`src/rtl/led_ownership_arbiter.sv`:
```
// led_ownership_arbiter
//    Glue between the BeMicro MAX 10 board I/O and the Nios II system.
//    - Debounces the four raw active-low pushbuttons for the CPU button PIO.
//    - Arbitrates the eight user LEDs between the CPU LED PIO and a hardware
//      status source with a round-robin grant FSM and a bounded hold time
//      whenever the other requester is waiting.
//    - Shows an idle pattern on the LEDs when nobody owns them.
//
// Optional feature macro: LED_ARB_HEARTBEAT_EN
//    defined   : in IDLE, USER_LED[1] blinks with a half-period of HEARTBEAT_HALF
//                cycles from a free-running counter; the other LEDs stay off.
//    undefined : in IDLE all LEDs are off and no heartbeat counter is built.
//
// Ports
//    SYS_CLK   in   1      system clock
//    reset_n   in   1      asynchronous active-low reset
//    PB        in   [4:1]  raw pushbuttons, active-low, asynchronous
//    pb_db     out  [4:1]  debounced buttons, active-low
//    pb_press  out  [4:1]  one-cycle pulse on each debounced press (1->0)
//    cpu_req   in   1      CPU requests the LEDs
//    cpu_led   in   [7:0]  CPU pattern, active-high
//    cpu_gnt   out  1      CPU owns the LEDs
//    hw_req    in   1      hardware source requests the LEDs
//    hw_led    in   [7:0]  hardware pattern, active-high
//    hw_gnt    out  1      hardware source owns the LEDs
//    USER_LED  out  [8:1]  board LEDs, active-low, registered

module led_ownership_arbiter #(
   parameter int DEBOUNCE_CYCLES = 500000,
   parameter int MAX_HOLD        = 50000000,
   parameter int HEARTBEAT_HALF  = 25000000
) (
   input  logic       SYS_CLK,
   input  logic       reset_n,
   input  logic [4:1] PB,
   output logic [4:1] pb_db,
   output logic [4:1] pb_press,
   input  logic       cpu_req,
   input  logic [7:0] cpu_led,
   output logic       cpu_gnt,
   input  logic       hw_req,
   input  logic [7:0] hw_led,
   output logic       hw_gnt,
   output logic [8:1] USER_LED
);

   // Counters below 2 would collapse to zero width.
   if (DEBOUNCE_CYCLES < 2 || MAX_HOLD < 2 || HEARTBEAT_HALF < 2) begin : g_bad_params
      $error("led_ownership_arbiter: DEBOUNCE_CYCLES, MAX_HOLD and HEARTBEAT_HALF must be >= 2");
   end

   localparam int DB_W   = $clog2(DEBOUNCE_CYCLES);
   localparam int HOLD_W = $clog2(MAX_HOLD);

   localparam logic [DB_W-1:0]   DB_LAST   = DB_W'(DEBOUNCE_CYCLES - 1);
   localparam logic [HOLD_W-1:0] HOLD_LAST = HOLD_W'(MAX_HOLD - 1);

   localparam logic [1:0] S_IDLE = 2'd0;
   localparam logic [1:0] S_CPU  = 2'd1;
   localparam logic [1:0] S_HW   = 2'd2;

   logic [4:1]      sync1_q, sync1_d;
   logic [4:1]      sync2_q, sync2_d;
   logic [4:1]      stable_q, stable_d;
   logic [4:1]      press_q, press_d;
   logic [DB_W-1:0] db_cnt_q [4:1];
   logic [DB_W-1:0] db_cnt_d [4:1];

   logic [1:0]        state_q, state_d;
   logic [HOLD_W-1:0] hold_q, hold_d;
   logic              rr_q, rr_d;
   logic [7:0]        led_q, led_d;
   logic [7:0]        idle_pattern;

   // Debounce: a button's counter only runs while its synchronized level
   // disagrees with the accepted level, so any bounce back to the accepted
   // level restarts the wait. A press pulse fires on the same edge the
   // accepted level falls.
   always_comb begin
      sync1_d = PB;
      sync2_d = sync1_q;
      for (int i = 1; i <= 4; i++) begin
         db_cnt_d[i] = '0;
         stable_d[i] = stable_q[i];
         press_d[i]  = 1'b0;
         if (sync2_q[i] != stable_q[i]) begin
            if (db_cnt_q[i] == DB_LAST) begin
               stable_d[i] = sync2_q[i];
               press_d[i]  = stable_q[i];
            end else begin
               db_cnt_d[i] = db_cnt_q[i] + DB_W'(1);
            end
         end
      end
   end

   // Grant FSM. rr_q records the last owner (1 = hardware), so a tie in IDLE
   // goes to the other side; its reset value hands the first tie to the CPU.
   // An owner is only revoked once its hold counter has saturated and the
   // other side is waiting.
   always_comb begin
      state_d = state_q;
      case (state_q)
         S_IDLE: begin
            if (cpu_req && hw_req) state_d = rr_q ? S_CPU : S_HW;
            else if (cpu_req)      state_d = S_CPU;
            else if (hw_req)       state_d = S_HW;
         end
         S_CPU: begin
            if (!cpu_req)                          state_d = hw_req ? S_HW : S_IDLE;
            else if (hw_req && hold_q == HOLD_LAST) state_d = S_HW;
         end
         S_HW: begin
            if (!hw_req)                            state_d = cpu_req ? S_CPU : S_IDLE;
            else if (cpu_req && hold_q == HOLD_LAST) state_d = S_CPU;
         end
         default: state_d = S_IDLE;
      endcase
   end

   // Hold counter restarts on every state entry and saturates while owned;
   // the round-robin pointer follows each new grant.
   always_comb begin
      hold_d = hold_q;
      rr_d   = rr_q;
      if (state_d != state_q) begin
         hold_d = '0;
         if (state_d == S_CPU)     rr_d = 1'b0;
         else if (state_d == S_HW) rr_d = 1'b1;
      end else if (state_q != S_IDLE && hold_q != HOLD_LAST) begin
         hold_d = hold_q + HOLD_W'(1);
      end
   end

`ifdef LED_ARB_HEARTBEAT_EN
   localparam int HB_W = $clog2(HEARTBEAT_HALF);
   localparam logic [HB_W-1:0] HB_LAST = HB_W'(HEARTBEAT_HALF - 1);

   logic [HB_W-1:0] hb_cnt_q, hb_cnt_d;
   logic            hb_q, hb_d;

   // Free-running heartbeat; it ignores the FSM so the blink phase depends
   // only on time since reset.
   always_comb begin
      hb_cnt_d = hb_cnt_q + HB_W'(1);
      hb_d     = hb_q;
      if (hb_cnt_q == HB_LAST) begin
         hb_cnt_d = '0;
         hb_d     = ~hb_q;
      end
   end

   always_ff @(posedge SYS_CLK or negedge reset_n) begin
      if (!reset_n) begin
         hb_cnt_q <= '0;
         hb_q     <= 1'b0;
      end else begin
         hb_cnt_q <= hb_cnt_d;
         hb_q     <= hb_d;
      end
   end

   assign idle_pattern = {7'h7F, ~hb_q};
`else
   assign idle_pattern = 8'hFF;
`endif

   // LED mux is registered from the current owner, so LEDs lag the grant by
   // one cycle and track owner data with one cycle of latency.
   always_comb begin
      case (state_q)
         S_CPU:   led_d = ~cpu_led;
         S_HW:    led_d = ~hw_led;
         default: led_d = idle_pattern;
      endcase
   end

   always_ff @(posedge SYS_CLK or negedge reset_n) begin
      if (!reset_n) begin
         sync1_q  <= 4'hF;
         sync2_q  <= 4'hF;
         stable_q <= 4'hF;
         press_q  <= 4'h0;
         for (int i = 1; i <= 4; i++) db_cnt_q[i] <= '0;
         state_q  <= S_IDLE;
         hold_q   <= '0;
         rr_q     <= 1'b1;
         led_q    <= 8'hFF;
      end else begin
         sync1_q  <= sync1_d;
         sync2_q  <= sync2_d;
         stable_q <= stable_d;
         press_q  <= press_d;
         for (int i = 1; i <= 4; i++) db_cnt_q[i] <= db_cnt_d[i];
         state_q  <= state_d;
         hold_q   <= hold_d;
         rr_q     <= rr_d;
         led_q    <= led_d;
      end
   end

   assign pb_db    = stable_q;
   assign pb_press = press_q;
   assign cpu_gnt  = (state_q == S_CPU);
   assign hw_gnt   = (state_q == S_HW);
   assign USER_LED = led_q;

endmodule

```
`config.mk`:
```
export PLATFORM = sky130hd
export DESIGN_NAME = led_ownership_arbiter
export DESIGN_NICKNAME = d
export VERILOG_FILES = /design/src/rtl/led_ownership_arbiter.sv
export SDC_FILE = /design/constraint.sdc
export NUM_CORES = 1
export LEC_CHECK = 0
export ABC_AREA = 1
export CORE_ASPECT_RATIO = 0.8
export CORE_MARGIN = 2
export CORE_UTILIZATION = 45
export CTS_BUF_LIST = sky130_fd_sc_hd__clkbuf_8
export DETAILED_ROUTE_END_ITERATION = 16
export PLACE_DENSITY = 0.6
export SKIP_LAST_GASP = 1
export SYNTH_ARGS = -nofsm -noshare
export SYNTH_HDL_FRONTEND = slang
export SYNTH_SLANG_ARGS = --single-unit
```
`constraint.sdc`:
```
create_clock -name SYS_CLK -period 2.6 [get_ports SYS_CLK]
set_input_delay 0.26 -clock SYS_CLK [delete_from_list [all_inputs] [get_ports SYS_CLK]]
set_output_delay 0.26 -clock SYS_CLK [all_outputs]
set_load 0.1 [all_outputs]
```
==> impl_metrics.csv <==
group,metric,value,unit
timing,fmax,455,MHz
power_and_ir_drop,p_per_area,736,nW/um^2
critical_path,crit_required,2.90,ns
power_and_ir_drop,power_frac_clock,29.8,%
critical_path,r2r-end,"hold_q[16]$_DFFE_PN0P_",
die,rows,39,
synthesis,yosysTopAreaCell,"dfrtp_1",
timing,rsz0062_at_grt,"no",
synthesis,netlist_instances,744,
routing,wl,12.8,mm
clock_tree,root_buffer,"clkbuf_8",
synthesis,synth_cell_types,43,
power_and_ir_drop,p_leak,3.23,nW
timing,holdWs,0.223,ns
layout,most-common-layout-cells,"dfrtp_1, nand2_1, inv_1",
place,gp_congestion,0.874,
clock_tree,cts_tree,"yes",
timing,finalHoldViolCount,0,
synthesis,syn_nets,778,
synthesis,synth.top_cells.by_area,"dfrtp_1, dfstp_2, nand2_1",
routing,drt_iter0_drc,331,
clock_tree,cts_setup_buffers,0,
timing,max_slew_margin,65.1,%
layout,areaGrowthSynthToFinish,15.7,%
timing,drv_slew,0,
place,numPortBuffers,41,
power_and_ir_drop,seqPwrFrac,40.3,%
hold_path,hold_path.class,"primary input to flip-flop",
synthesis,async_flop_share,100,%
power_and_ir_drop,peakVddDrop,0.00116,V
routing,ant_nets,0,
clock_tree,clock_latency,0.44,ns
power_and_ir_drop,intPower,3.52,mW
place,dp_hpwl,9.31,mm
timing,worst_slew_pin_slew,0.524,ns
clock_tree,numCtsBuffers,17,
clock_tree,clk_pin_slew,0.07,ns
die,die_height,112,um
synthesis,netlist_area,6540,um^2
clock_tree,cts-root-to-sink-buffers,2,
critical_path,cp_slowest_cell,"dfrtp_1",
layout,final_common_cell,"dfrtp_1",
synthesis,synth_seq_area_share,49.8,%
routing,via_count,5064,
timing,skew,0.0104,ns
routing,drc,0,
grt,grt.total_usage,18.1,%
layout,n_fill_cell,1307,
synthesis,yosysTopAreaCellShare,41.3,%
layout,final_cell_area,7560,um^2
die,ios,42,
clock_tree,clock_sink_count,129,
timing,setup_tns,0,ns
critical_path,crit_path_max_incr_delay,0.47,ns
grt,grt_pass1_wl,23.1,mm
routing,vias_per_cell,5.05,
critical_path,critPathArrivalTime,2.50,ns
synthesis,avgSynthCellArea,8.79,um^2
power_and_ir_drop,switching_share,36.7,%
die,die_area,15500,um^2
synthesis,synth_seq_cells,129,
grt,grt_pass1_vias,5143,
hold_path,worstHoldStart,"PB[4]",
power_and_ir_drop,power,5.57,mW
critical_path,crit_chain,"inv_1, ha_2, clkinv_1, nor3_1, a21oi_2, nand2_1, nand2_2, nand2_1, nand2_2, nand2_4, buf_12, nor3_4",
critical_path,worstSetupPathType,"flip-flop to flip-flop",
critical_path,r2r_cells,12,
clock_tree,htreeDepth,4,
critical_path,critPathCaptureType,"flip-flop",
critical_path,path_buf_inv,3,
grt,grt_overflow,0,
critical_path,rr_startpoint,"state_q[0]$_DFF_PN0_",
die,core_area,14200,um^2
critical_path,critPathLaunchType,"flip-flop",
synthesis,synth_edf_count,0,
timing,fin_crit_sh,84.5,%
synthesis,yosysWarnings,0,
hold_path,whs_path_depth,1,
grt,antenna_found_initial,0,
timing,fin_crit,2.20,ns
layout,fin_nets,839,
die,die_width,139,um
layout,drive_gt1_share,16.1,%
routing,first_pass_iters,4,
place,dpl_cell_area,7160,um^2
timing,setup_viol,0,
die,start_util,45.9,%
run,cap_violations,0,
critical_path,crit_fanout,17,
layout,diodes,0,
power_and_ir_drop,p_switching,2.04,mW
grt,grt_max_degree,48,
critical_path,r2r_slack,0.40,ns
synthesis,synth_flop_cell,"dfrtp_1",
power_and_ir_drop,share_comb_of_total_power,29.9,%
hold_path,hold_end,"sync1_q[4]$_DFF_PN1_",
outcome,status,"finished clean",
critical_path,cpLargestDelayFamily,"simple AND/OR/NAND/NOR gates",
routing,wl_per_cell,12.8,um
## final cells by class
cell class | count | area [um^2] | area share [%]
Clock buffer | 24 | 330 | 4.37
Multi-Input combinational cell | 501 | 2830 | 37.5
Sequential cell | 129 | 3250 | 43.0
Clock inverter | 8 | 61.3 | 0.811
Inverter | 107 | 402 | 5.31
Tap cell | 184 | 230 | 3.04
Timing Repair Buffer | 49 | 450 | 5.96
## through the flow
step	instances	utilization, %	worst slack (ns)
after global placement	969	50.3	0.436
after CTS	1002	53.1	0.385
final	1002	53.1	0.403
after detailed placement	969	50.3	0.350
after floorplan	744	-	0.113
after global routing	1002	53.1	0.128
## synth_stat cells (4+ instances only)
| master | number |
|---|---|
| a211oi_1 | 6 |
| a21oi_1 | 32 |
| a31oi_1 | 6 |
| and3_1 | 4 |
| dfrtp_1 | 108 |
| dfstp_2 | 21 |
| ha_1 | 10 |
| inv_1 | 101 |
| mux2i_1 | 4 |
| nand2_1 | 104 |
| nand2_2 | 9 |
| nand3_1 | 34 |
| nand4_1 | 16 |
| nor2_1 | 100 |
| nor2_2 | 19 |
| nor2_4 | 8 |
| nor3_1 | 38 |
| nor3_4 | 4 |
| nor3b_1 | 5 |
| nor4_1 | 16 |
| o21a_1 | 4 |
| o21ai_0 | 15 |
| o221ai_1 | 8 |
| xnor2_1 | 6 |
| xor2_1 | 33 |
## power by group through the flow
stage	registers, mW	clock network, mW	logic [mW]
5_1_grt	2.26	1.83	1.82
3_3_place_gp	2.27	0	1.66
4_1_cts	2.24	1.72	1.69
6_report	2.24	1.66	1.66
3_5_place_dp	2.28	0	1.68
2_1_floorplan	2.71	0	0.897
## flip-flops by register name, indices dropped and copies added (netlist names)
register,count
state_q,2
db_cnt_q,76
pb_press,4
sync2_q,4
USER_LED,8
sync1_q,4
pb_db,4
hold_q,26
rr_q,1
## worst register-to-register path, stage by stage, from the launching register on
cell      delay (ns)
dfrtp_1         0.47
inv_1           0.18
ha_2            0.22
clkinv_1        0.08
nor3_1          0.23
a21oi_2         0.08
nand2_1         0.10
nand2_2         0.07
nand2_1         0.07
nand2_2         0.07
nand2_4         0.24
buf_12          0.21
nor3_4          0.05
## worst max path at each step
stage                      startpoint                     end  slack (ns)  cells past startpoint
4_1_cts          state_q[0]$_DFF_PN0_  hold_q[16]$_DFFE_PN0P_        0.39                     12
2_1_floorplan    state_q[0]$_DFF_PN0_  hold_q[18]$_DFFE_PN0P_        0.11                     12
5_1_grt        db_cnt_q[57]$_DFF_PN0_  db_cnt_q[75]$_DFF_PN0_        0.13                     11
3_5_place_dp                  cpu_req  hold_q[16]$_DFFE_PN0P_        0.35                     12
6_report         state_q[0]$_DFF_PN0_  hold_q[16]$_DFFE_PN0P_        0.40                     12
3_3_place_gp     state_q[0]$_DFF_PN0_  hold_q[16]$_DFFE_PN0P_        0.44                     12
## cell families (layout without fill, tap and decap cells)
group                    after synthesis  after routing  share of synthesized area [%]
AO/OA/AOI/OAI                         75             75                           6.93
XOR/XNOR                              39             39                           5.22
adder cells (fa/ha/maj)               10             10                           1.91
buffers and inverters                114            188                           6.95
flip-flops                           129            129                           49.8
multiplexers                           4              4                          0.612
AND/OR/NAND/NOR                      373            373                           28.6
## repair_timing
| action | 4_1_cts | 5_1_grt |
|---|---|---|
| hold endpoints to repair | 33 | 0 |
| hold buffers | 1 | 0 |
| gates resized for setup | 0 | 0 |
## per-layer routing
layer  track usage, %  vias up  routed length [um]
met5                0        -                   0
li1                 -     2559                   -
met2             28.2       92                5710
met3             5.68        6                 537
met4             5.32        0                  83
met1             24.6     2407                6520
(Power assumes the default switching activity.)
